==> src/rtl/ex_operand_stage.sv <==
// Registered operand-select issue stage ahead of the execute ALU, with a one-entry skid buffer.
// Optional macro EX_OPERAND_FWD_EN enables writeback-to-operand forwarding on accept.
module ex_operand_stage #(
  parameter int unsigned XLEN    = 32,
  parameter int unsigned RADDR_W = 5
) (
  input  logic               clk,
  input  logic               rst_n,
  input  logic               flush,
  input  logic               in_valid,
  output logic               in_ready,
  input  logic [XLEN-1:0]    rs1_data,
  input  logic [XLEN-1:0]    rs2_data,
  input  logic [RADDR_W-1:0] rs1_addr,
  input  logic [RADDR_W-1:0] rs2_addr,
  input  logic [XLEN-1:0]    pc,
  input  logic [XLEN-1:0]    imm,
  input  logic [1:0]         op_a_sel,
  input  logic               op_b_sel,
  input  logic [3:0]         alu_op,
  input  logic [RADDR_W-1:0] rd_addr,
  input  logic               wb_valid,
  input  logic [RADDR_W-1:0] wb_rd,
  input  logic [XLEN-1:0]    wb_data,
  output logic               out_valid,
  input  logic               out_ready,
  output logic [XLEN-1:0]    operand_a,
  output logic [XLEN-1:0]    operand_b,
  output logic [1:0]         logic_sel,
  output logic [3:0]         alu_op_q,
  output logic [RADDR_W-1:0] rd_addr_q
);

  typedef struct packed {
    logic [XLEN-1:0]    a;
    logic [XLEN-1:0]    b;
    logic [1:0]         lsel;
    logic [3:0]         op;
    logic [RADDR_W-1:0] rd;
  } payload_t;

  localparam payload_t PAYLOAD_RST = '{a: '0, b: '0, lsel: 2'b11, op: '0, rd: '0};

  logic [XLEN-1:0] rs1_fwd;
  logic [XLEN-1:0] rs2_fwd;
  payload_t        in_pl;
  payload_t        out_q;
  payload_t        skid_q;
  logic            skid_valid;
  logic            accept;
  logic            out_free;

`ifdef EX_OPERAND_FWD_EN
  always_comb begin
    rs1_fwd = rs1_data;
    rs2_fwd = rs2_data;
    if (wb_valid && (wb_rd != '0) && (wb_rd == rs1_addr)) rs1_fwd = wb_data;
    if (wb_valid && (wb_rd != '0) && (wb_rd == rs2_addr)) rs2_fwd = wb_data;
  end
`else
  logic unused_fwd;
  assign unused_fwd = ^{rs1_addr, rs2_addr, wb_valid, wb_rd, wb_data};
  assign rs1_fwd    = rs1_data;
  assign rs2_fwd    = rs2_data;
`endif

  always_comb begin
    in_pl    = PAYLOAD_RST;
    unique case (op_a_sel)
      2'b00:   in_pl.a = rs1_fwd;
      2'b01:   in_pl.a = pc;
      default: in_pl.a = '0;
    endcase
    in_pl.b  = op_b_sel ? imm : rs2_fwd;
    unique case (alu_op[2:0])
      3'b111:  in_pl.lsel = 2'b00;
      3'b110:  in_pl.lsel = 2'b01;
      3'b100:  in_pl.lsel = 2'b10;
      default: in_pl.lsel = 2'b11;
    endcase
    in_pl.op = alu_op;
    in_pl.rd = rd_addr;
  end

  assign in_ready = !skid_valid;
  assign accept   = in_valid && in_ready;
  assign out_free = !out_valid || out_ready;

  // Skid is only ever occupied while the output register is stalled, so
  // in_ready=!skid_valid already blocks any accept on the drain cycle.
  always_ff @(posedge clk or negedge rst_n) begin
    if (!rst_n) begin
      out_valid  <= 1'b0;
      skid_valid <= 1'b0;
      out_q      <= PAYLOAD_RST;
      skid_q     <= PAYLOAD_RST;
    end else if (flush) begin
      out_valid  <= 1'b0;
      skid_valid <= 1'b0;
    end else if (out_free) begin
      if (skid_valid) begin
        out_q      <= skid_q;
        out_valid  <= 1'b1;
        skid_valid <= 1'b0;
      end else if (accept) begin
        out_q     <= in_pl;
        out_valid <= 1'b1;
      end else begin
        out_valid <= 1'b0;
      end
    end else if (accept) begin
      skid_q     <= in_pl;
      skid_valid <= 1'b1;
    end
  end

  assign operand_a = out_q.a;
  assign operand_b = out_q.b;
  assign logic_sel = out_q.lsel;
  assign alu_op_q  = out_q.op;
  assign rd_addr_q = out_q.rd;

endmodule

==> config.mk <==
export PLATFORM = sky130hd
export DESIGN_NAME = ex_operand_stage
export DESIGN_NICKNAME = d
export VERILOG_FILES = /design/src/rtl/ex_operand_stage.sv
export SDC_FILE = /design/constraint.sdc
export NUM_CORES = 1
export LEC_CHECK = 0
export ABC_CLOCK_PERIOD_IN_PS = 2700
export BUFFER_PORTS_ARGS = -buffer_cell sky130_fd_sc_hd__buf_4
export CAP_MARGIN = 20
export CORE_MARGIN = 8
export CORE_UTILIZATION = 30
export DETAILED_ROUTE_END_ITERATION = 7
export SKIP_LAST_GASP = 1
export SYNTH_ARGS = -nofsm -noshare
export SYNTH_HDL_FRONTEND = slang
export SYNTH_SLANG_ARGS = --single-unit
==> constraint.sdc <==
create_clock -name clk -period 2.7 [get_ports clk]
set_clock_uncertainty 0.05 [all_clocks]
set_input_delay 0.27 -clock clk [delete_from_list [all_inputs] [get_ports clk]]
set_output_delay 0.27 -clock clk [all_outputs]
set_load 0.02 [all_outputs]
==> run metrics <==
antenna-violating nets left=0; clock root cell=clkbuf_16; Reg2Reg Depth=5; FF+latch count, synth=152; RePlAce Congestion=0.709; Final Slew Violations=0; Die ar.=30,600 µm²; Worst Setup Path Type=reg2out; Worst setup endpoint=in_ready; ys flop type=dfrtp_1; Clk Latency, worst-skew pair=420 ps; count leader, synth=dfrtp_1; placed cell areas=~9600 µm²; total core area=25,000 µm²; worst r2r dst=operand_a[8]; dpl ws=830 ps; post-synthesis sequential area ratio=0.503; chip height=175 µm; post-CTS setup buffers=0; area leader, netlist=dfrtp_1; dpl hpwl=approximately 14,000 µm; Synth warnings=0; first-pass GRT wire length=34,500 µm; DRC=0; maximum VDD drop=350 µV; RSZ-0062 raised after global routing=false; minimum clock period=just over 2000 ps; clock share of power=0.336; EDFF count, synth=0; Int Pwr=4.96 mW; PnR worst setup slack=662 ps; Final TNS setup=0 ps; Synth cell types=30; DR pass1 iterations=5; Register Area=3810 µm²; initial core utilization=0.304; vias in the first global route=6,208; CTS tree=done; Worst-Margin Slew=slightly above 700 ps; Hold WC Path Type=in2reg; Pleak=5.08 nW; Flop pwr share=0.425; largest net degree at the start of global routing=75; Die X=175 µm; final hold vios=0; Mapped Nets=848; # rows=58; Final Setup Violations=0; I/O pin count=between 200 and 300; Nets=around 1,000; cell area after layout=10,200 µm²; CTS Buf Count=17; list of most frequent post-synthesis cells=dfrtp_1, mux2i_1, o21ai_0, nand2_1, mux2_2; fillers=2,429; vias post-DR=between 5,000 and 6,000; n_diodes=0; total of max-cap violations=0; Reg-to-Reg Start=skid_valid; status=complete, no violations; Area contributors post-synth=dfrtp_1, mux2i_1, mux2_4; clock slew at reported path FFs=70 ps; Post-synth ARST share=1.00; Tot Pwr=slightly above 7 mW; Worst EP required=approximately 2400 ps; Reg2Reg Setup Slack=about 850 ps; GR Util All Layers=0.139; crit path max fanout=11; WL final=21,300 µm; initial antenna violation count=0; Slew headroom=0.525; htree depth=4; critical path endpoint category=output port; total global routing overflow=0; first-iteration detailed-routing DRC count=approximately 370; PD cells=~700 nW/µm²; routed len/inst=17.8 µm; CP startpoint=skid_valid; Synth top area share=0.489; Psw=2.12 mW; area grow syn2layout=34.2%; CP Data Arrival Time=1720 ps; CTS Buffer Depth=2; Syn Inst Count=655; switch share=0.300; period utilisation layout=0.755; mapped cell area=7580 µm²; Max Clk Rate=0.491 GHz; final hold slack=about 42 ps; layout cells sized above 1=0.435; footprint of the multi-input gates=3470 µm²; Post-Syn Area per Cell=11.6 µm²; PortBufs=221; Vias/cell=slightly below 5; CP Launch Type=flop; clock net sink count=152; Comb power frac=0.239
## sequential cells by signal, summed over array words and instances (netlist names)
name / count
logic_sel: 2
operand_b: 32
skid_q: 75
skid_valid: 1
operand_a: 32
alu_op_q: 4
out_valid: 1
rd_addr_q: 5
## placed cells by master (no fill, tap or decap), types with 2 or more instances in the layout
master         instances
o21ai_1               13
inv_8                  2
mux2_1                 7
nand2_1               60
inv_6                  6
a22oi_1                7
clkbuf_16             17
nor2_1                29
buf_4                225
dfstp_2                4
dfrtp_1              147
mux2_2                57
mux2i_1               73
a21oi_1               17
buf_12                 7
inv_1                  8
clkinvlp_4             2
nor3_1                25
mux2_4                43
dlygate4sd3_1          2
o21ai_0               71
o32a_1                25
clkinv_4               2
## timing repair
action	in CTS	in global routing
hold buffers	2	0
endpoints found under the setup margin	0	0
endpoints found under the hold margin	73	0
gates resized for setup	0	0
## worst min path at each step
stage	from	slack [ps]	depth (start not counted)	to
floorplan	rst_n	-80	0	alu_op_q[0]
global placement	rst_n	320	1	skid_q[15]
detailed placement	rst_n	310	1	skid_q[15]
CTS	rd_addr[2]	20	2	skid_q[2]
global route	rd_addr[2]	20	2	skid_q[2]
finish	rd_addr[2]	40	2	skid_q[2]
## critical path: stages, from the launching register on
cell and delay (ps):
dfrtp_2 520, inv_2 300, buf_4 300, buf_4 180
## routing by layer
layer  share of wire  vias to the layer above  routed length, µm  track usage
li1                -                     2740                  -            -
met1            0.43                     2830               9240        0.172
met2            0.48                      165              10200        0.226
met3           0.078                       12               1660       0.0537
met4          0.0072                        0                153       0.0314
met5               0                        -                  0            0
## power groups by stage
stage | Clock [mW] | Sequential, mW | Combinational [mW]
after global routing | 2.55 | 3.08 | 1.84
after CTS | 2.46 | 3.01 | 1.72
after detailed placement | 0 | 3.05 | 1.71
after global placement | 0 | 3.02 | 1.69
after floorplan | 0 | 3.24 | 0.752
final | 2.38 | 3.01 | 1.69
## logic make-up (layout without fill, tap and decap cells)
kind of cell,count (synthesis),after routing,synth area share
flip-flops,152,152,0.503
XOR/XNOR,1,1,0.00116
AND/OR/NAND/NOR,119,119,0.0647
buffers and inverters,66,276,0.0431
multiplexers,180,180,0.277
AO/OA/AOI/OAI,137,137,0.112
## area by class of cell
type,instances,share of cell area
flip-flops and latches,152,0.375
multi-input cells,437,0.341
repair buffers,235,0.183
clock buffers,17,0.0418
well taps,330,0.0406
clock inverters,15,0.0156
inverters,9,0.00332
## per-stage QoR
stage                      util  instances
final                     0.407       1195
after global routing      0.407       1195
after CTS                 0.407       1195
after detailed placement  0.383       1161
after global placement    0.383       1161
after floorplan               -        655
(Power assumes the default switching activity.)
